$ cat config.mk
export PLATFORM = sky130hd
export DESIGN_NAME = serial_paralelo_alineado
export DESIGN_NICKNAME = d
export VERILOG_FILES = /design/src/rtl/serial_paralelo_alineado.sv
export SDC_FILE = /design/constraint.sdc
export NUM_CORES = 1
export LEC_CHECK = 0
export CAP_MARGIN = 40
export CORE_UTILIZATION = 45
export DETAILED_ROUTE_END_ITERATION = 12
export GPL_ROUTABILITY_DRIVEN = 0
export MAX_ROUTING_LAYER = met4
export PLACE_DENSITY = 0.72
export SYNTH_ARGS = -nofsm -noshare
export SYNTH_HDL_FRONTEND = slang
export SYNTH_SLANG_ARGS = --single-unit
$ cat constraint.sdc
create_clock -name clk -period 4.9 [get_ports clk]
set_input_delay 1.225 -clock clk [delete_from_list [all_inputs] [get_ports clk]]
set_output_delay 1.225 -clock clk [all_outputs]
set_load 0.02 [all_outputs]
$ cat src/rtl/serial_paralelo_alineado.sv
// serial_paralelo_alineado
//   Serial-to-parallel receiver for the 10-bit link. Shifts in one bit per
//   enabled clk cycle (MSB first), locates word boundaries with the K28.5
//   comma and, once COMAS_LOCK aligned commas have been seen in a row,
//   presents every received word with a one-cycle valid strobe.
//
// Parameters
//   COMAS_LOCK      consecutive aligned commas needed to lock (1..15)
// Ports
//   clk             bit clock, rising edge
//   rst             asynchronous reset, active low
//   enb             bit enable; low holds all state, pulses drop to 0
//   entrada         serial data in, bit 9 of each word first
//   salidas         last word captured while locked
//   valido          one-cycle strobe: salidas just updated
//   esComa          salidas holds a comma (qualified by valido)
//   sincronizado    high while locked
//   errorAlineacion one-cycle pulse: comma seen off-boundary in CHECK/LOCKED
module serial_paralelo_alineado #(
  parameter int unsigned COMAS_LOCK = 4
) (
  input  logic       clk,
  input  logic       rst,
  input  logic       enb,
  input  logic       entrada,
  output logic [9:0] salidas,
  output logic       valido,
  output logic       esComa,
  output logic       sincronizado,
  output logic       errorAlineacion
);

  typedef enum logic [1:0] {StSearch, StCheck, StLocked} state_e;

  localparam logic [9:0] CommaNeg  = 10'b0011111010;
  localparam logic [9:0] CommaPos  = 10'b1100000101;
  localparam logic [3:0] LockCount = 4'(COMAS_LOCK);
  // With a single required comma, any (re)alignment goes straight to lock.
  localparam state_e     AlignSt   = (COMAS_LOCK == 1) ? StLocked : StCheck;

  state_e     state_q, state_d;
  logic [9:0] sr_q, sr_d;
  logic [3:0] cnt_q, cnt_d;
  logic [3:0] n_comas_q, n_comas_d;
  logic [9:0] salidas_q, salidas_d;
  logic       valido_q, valido_d;
  logic       es_coma_q, es_coma_d;
  logic       sinc_q, sinc_d;
  logic       err_q, err_d;

  logic [9:0] w;
  logic       is_comma;
  logic       boundary;
  logic       misaligned;

  assign w          = {sr_q[8:0], entrada};
  assign is_comma   = (w == CommaNeg) || (w == CommaPos);
  assign boundary   = (cnt_q == 4'd9);
  // A comma exactly on the boundary is aligned; SEARCH never flags errors.
  assign misaligned = is_comma && !boundary && (state_q != StSearch);

  always_comb begin
    state_d   = state_q;
    sr_d      = sr_q;
    cnt_d     = cnt_q;
    n_comas_d = n_comas_q;
    salidas_d = salidas_q;
    valido_d  = 1'b0;
    es_coma_d = es_coma_q;
    sinc_d    = sinc_q;
    err_d     = 1'b0;

    if (enb) begin
      sr_d  = w;
      cnt_d = boundary ? 4'd0 : cnt_q + 4'd1;

      unique case (state_q)
        StSearch: begin
          if (is_comma) begin
            cnt_d     = 4'd0;
            n_comas_d = 4'd1;
            state_d   = AlignSt;
          end
        end
        StCheck, StLocked: begin
          if (misaligned) begin
            err_d     = 1'b1;
            cnt_d     = 4'd0;
            n_comas_d = 4'd1;
            state_d   = AlignSt;
          end else if (boundary) begin
            if (state_q == StCheck) begin
              if (is_comma) begin
                n_comas_d = n_comas_q + 4'd1;
                if ((n_comas_q + 4'd1) == LockCount) state_d = StLocked;
              end else begin
                n_comas_d = 4'd0;
                state_d   = StSearch;
              end
            end else begin
              salidas_d = w;
              valido_d  = 1'b1;
              es_coma_d = is_comma;
            end
          end
        end
        default: state_d = StSearch;
      endcase

      sinc_d = (state_d == StLocked) && !misaligned;
    end
  end

  always_ff @(posedge clk or negedge rst) begin
    if (!rst) begin
      state_q   <= StSearch;
      sr_q      <= '0;
      cnt_q     <= '0;
      n_comas_q <= '0;
      salidas_q <= '0;
      valido_q  <= 1'b0;
      es_coma_q <= 1'b0;
      sinc_q    <= 1'b0;
      err_q     <= 1'b0;
    end else begin
      state_q   <= state_d;
      sr_q      <= sr_d;
      cnt_q     <= cnt_d;
      n_comas_q <= n_comas_d;
      salidas_q <= salidas_d;
      valido_q  <= valido_d;
      es_coma_q <= es_coma_d;
      sinc_q    <= sinc_d;
      err_q     <= err_d;
    end
  end

  assign salidas         = salidas_q;
  assign valido          = valido_q;
  assign esComa          = es_coma_q;
  assign sincronizado    = sinc_q;
  assign errorAlineacion = err_q;

endmodule
=== After elaboration in Yosys (flattened, before gate mapping) ===
Cells that the tools add are included.

* $add $sub $neg: 2
* Equality and inequality tests: 10
* Muxes and demuxes: 26
* Bitwise gates (word level): 2
* Reduce and logical (&&, ||, !) cells: 12

{| class="wikitable"
|+ Operator list
! cell !! count
|-
| $mux 4 || 8
|-
| $pmux 4 s2 || 2
|-
| $mux 2 || 7
|-
| $eq 10x10->1 const B || 1
|-
| $eq 10x8->1 const B || 1
|-
| $reduce_and 5->1 || 2
|-
| $add 4x1->4 const B || 2
|-
| $mux 1 || 8
|-
| $ne 3x3->1 const B || 2
|-
| $eq 2x2->1 const B || 2
|-
| $eq 4x3->1 const B || 1
|-
| $eq 4x4->1 const B || 1
|-
| $pmux 2 s2 || 1
|-
| $reduce_bool 2->1 || 2
|-
| $logic_and 1x1->1 || 3
|-
| $eq 2x1->1 const B || 1
|-
| $logic_not 1->1 || 2
|-
| $logic_not 2->1 || 1
|-
| $ne 2x2->1 const B || 1
|-
| $not 1->1 || 2
|-
| $reduce_or 2->1 || 1
|-
| $logic_or 1x1->1 || 1
|}

* Flip-flop bits (word level): 33
* Input port bits: 4
* Output and inout port bits: 14
* Word-level logic and storage cells: 61

=== Depth between registers and ports, before layout ===
* Depth in word-level cells: 11
* Depth in mapped cells: 8
* Gate-level depth less buffers: 7

=== Least setup slack after synthesis ===
Ideal clock, no wire load.

* Kind: input -> register
* Start point: input port enb
* End point: register n_comas_q[0]
* Setup time: 0.128 ns
* Arrival: 2.474 ns
* Required time: 4.772 ns
* Slack: 2.298 ns
* Stages: 4
* Path buffers: 1
* Path through: clkbuf_1 clkinv_1 o41a_2 mux2_1

* Word-level cells in the longest chain between the ends: 1

{| class="wikitable"
|+ Ends and longest elaborated chain
! what !! line !! source
|-
| from (decl) || 24 || <nowiki>input logic enb,</nowiki>
|-
| $reduce_and 5->1 (no source line) || - ||
|-
| to (signal assigned) || 129 || <nowiki>n_comas_q <= n_comas_d;</nowiki>
|-
| to (decl) || 44 || <nowiki>logic [3:0] n_comas_q, n_comas_d;</nowiki>
|}

No other way between the ends.
A chain may end at the register's enable or synchronous reset.

=== Worst setup path in the final report ===
Ends and elaborated chain as after synthesis.

==> flow_summary.ini <==
[run_status]
status = completed

[critical_path]
cp_slowest_cell = clkdlybuf4s50_1
crit_start = enb
crit_family = buffers and inverters
cp.arrival_ns = 3.48
path_depth = 4
crit_path_end_kind = flip-flop
critPathRequiredTime_ns = 5.07
r2r_slack_ns = 2.65
rr_worst_depth = 7
timing.rr.end = n_comas_q[0]
cp_slowest_stage_delay_ns = 0.92
crit_chain = clkdlybuf4s50_1 > clkinv_1 > o41a_2 > mux2_1
path_buf_inv = 2
critPathLaunchType = input port
cp-endpoint = n_comas_q[0]
cp_max_fo = 17
crit_type = in2reg
r2r-start = state_q[0]

[global_routing]
antenna_found_initial = 0
grt_max_degree = 34
grt_pass1_vias = 1201
grt_usage_pct = 19.6
overflow = 0
grt_pass1_wl_um = 5820

[layout]
n_fill_cell = 330
drive_gt1_share_pct = 20.5
nets = 182
antenna_cells = 0
syn_to_final_growth_pct = 17.3
final_util_pct = 55.8
layout_common_cells = dfrtp_1, mux2_2, clkdlybuf4s50_1
final_common_cell = dfrtp_1
final_cells = 219

[place]
dp.cells = 212
port-buffer-count = 17
hpwl_um = 2390

[synthesis]
syn_avg_cell_area_um2 = 11.5
synth_edf_count = 0
syn_nets = 163
synth_area_mm2 = 0.00175
ys_ff_latch = 33
syn_inst = 152
yosys_warnings = 0
yosys.cell_types.count = 48
ys_async_sr_fraction_pct = 100
ys.flop_type = dfrtp_1
seq_area_frac_synth_pct = 47.1

[route]
postRouteAntennaNets = 0
wl_per_cell_um = 15.6
routed_wl_um = 3410
via_count = 1289
drc_errors = 0
firstDrtPassIters = 4
vias_per_cell = 5.89
drt_iter0_drc = 75

[timing]
fin_crit_ns = 3.31
setup_violations = 0
hold_viol = 0
slew_headroom_pct = 52.9
worst_pin_slew_ns = 0.704
max_freq_mhz = 302
fin_tns_setup_ns = 0
rsz0062_at_grt = no
finalCritPeriodShare_pct = 67.5
slew_viol_final = 0
final.setup_skew_ns = 0.00142

[power]
p_per_area_mw_per_mm2 = 522
totalPowerFinal_mw = 1.07
leakage_nw = 0.892
ir_drop_mv = 0.301

[clock_network]
cts.sinks = 33
post_cts_buffers = 0
cts_resized = 0
cts_tree = done
cts_root_buffer = clkbuf_8
cts_hold_buf = 0
cts_buffer_depth = 2
htree_levels = 2
clkLatencyLatePin_ns = 0.28
clk_pin_slew_worst_paths_ns = 0.06
cts_made_buffers = 5

[floorplan]
dieArea_mm2 = 0.00415
rows = 22
die_y_um = 64.4
initial_core_util_pct = 47.5
pin_count = 18
design.core.area_mm2 = 0.00369
die_x_um = 64.4

[hold_path]
min_path_type = reg2reg
hold_path_depth = 1

[run]
maxCapViolCount = 0
==> registers in the layout, indices dropped and copies added (netlist names) <==
name / flops
cnt_q: 4
errorAlineacion: 1
esComa: 1
n_comas_q: 4
salidas: 10
sincronizado: 1
sr_q: 9
state_q: 2
valido: 1
==> logic make-up after synthesis <==
logic type                 count (synthesis)  synth area share (%)
and+or+nand+nor                           41                  15.8
AOI/OAI and AO/OA                         35                  15.2
DFF                                       33                  47.1
muxes                                     21                  13.4
buffers and inverters                     15                  3.50
adders and majority gates                  7                  5.00
==> routing by layer <==
layer	GRT usage [%]	wire [um]
met2	30.5	1680
met4	10.3	73
met3	5.81	162
met5	-	0
met1	23.0	1490
==> synth_stat cells, drive strengths merged, types with 2 or more instances <==
cell	n	area (um^2)
a211oi	2	27.5
a21o	2	15.0
a21oi	5	25.0
a22o	6	52.6
a31oi	2	12.5
and2	2	12.5
buf	2	12.5
clkbuf	5	18.8
dfrtp	33	826
ha	7	87.6
inv	7	26.3
mux2	20	225
nand2	3	11.3
nand3	4	20.0
nand3b	2	15.0
nand4	2	18.8
nor2	6	22.5
nor2b	3	18.8
nor3	5	25.0
nor4	4	40.0
nor4bb	2	20.0
o211ai	2	15.0
o21ai	6	30.0
==> power breakdown <==
part           total, mW  internal [mW]  switching, mW
clock network      0.206          0.111         0.0947
logic              0.415          0.207          0.207
registers          0.453          0.360         0.0931
==> final cells by class <==
type	instances	area, um^2	share of cell area (%)
clock buffer	6	82.6	4.01
clock inverter	1	7.51	0.365
inverter	8	30.0	1.46
multi-input combinational	104	866	42.1
sequential	33	826	40.1
tap	48	60.1	2.92
timing repair buffer	19	185	9.00
==> through the flow <==
stage | setup slack, ns | cell area, um^2 | hold slack [ns]
CTS | 1.58 | 2060 | 0.515
floorplan | 2.30 | 1750 | 0.486
finish | 1.59 | 2060 | 0.509
global placement | 1.35 | 1970 | 0.492
detailed placement | 1.27 | 1970 | 0.499
global route | 1.45 | 2060 | 0.535
==> how the worst min path moves through the flow <==
stage / from / slack [ns] / endpoint
4_1_cts: salidas[9] / 0.51 / salidas[9]
5_1_grt: salidas[7] / 0.54 / salidas[7]
2_1_floorplan: n_comas_q[2] / 0.49 / n_comas_q[2]
3_5_place_dp: salidas[7] / 0.50 / salidas[7]
6_report: sincronizado / 0.51 / sincronizado
3_3_place_gp: salidas[0] / 0.49 / salidas[0]
(Power assumes the default switching activity.)
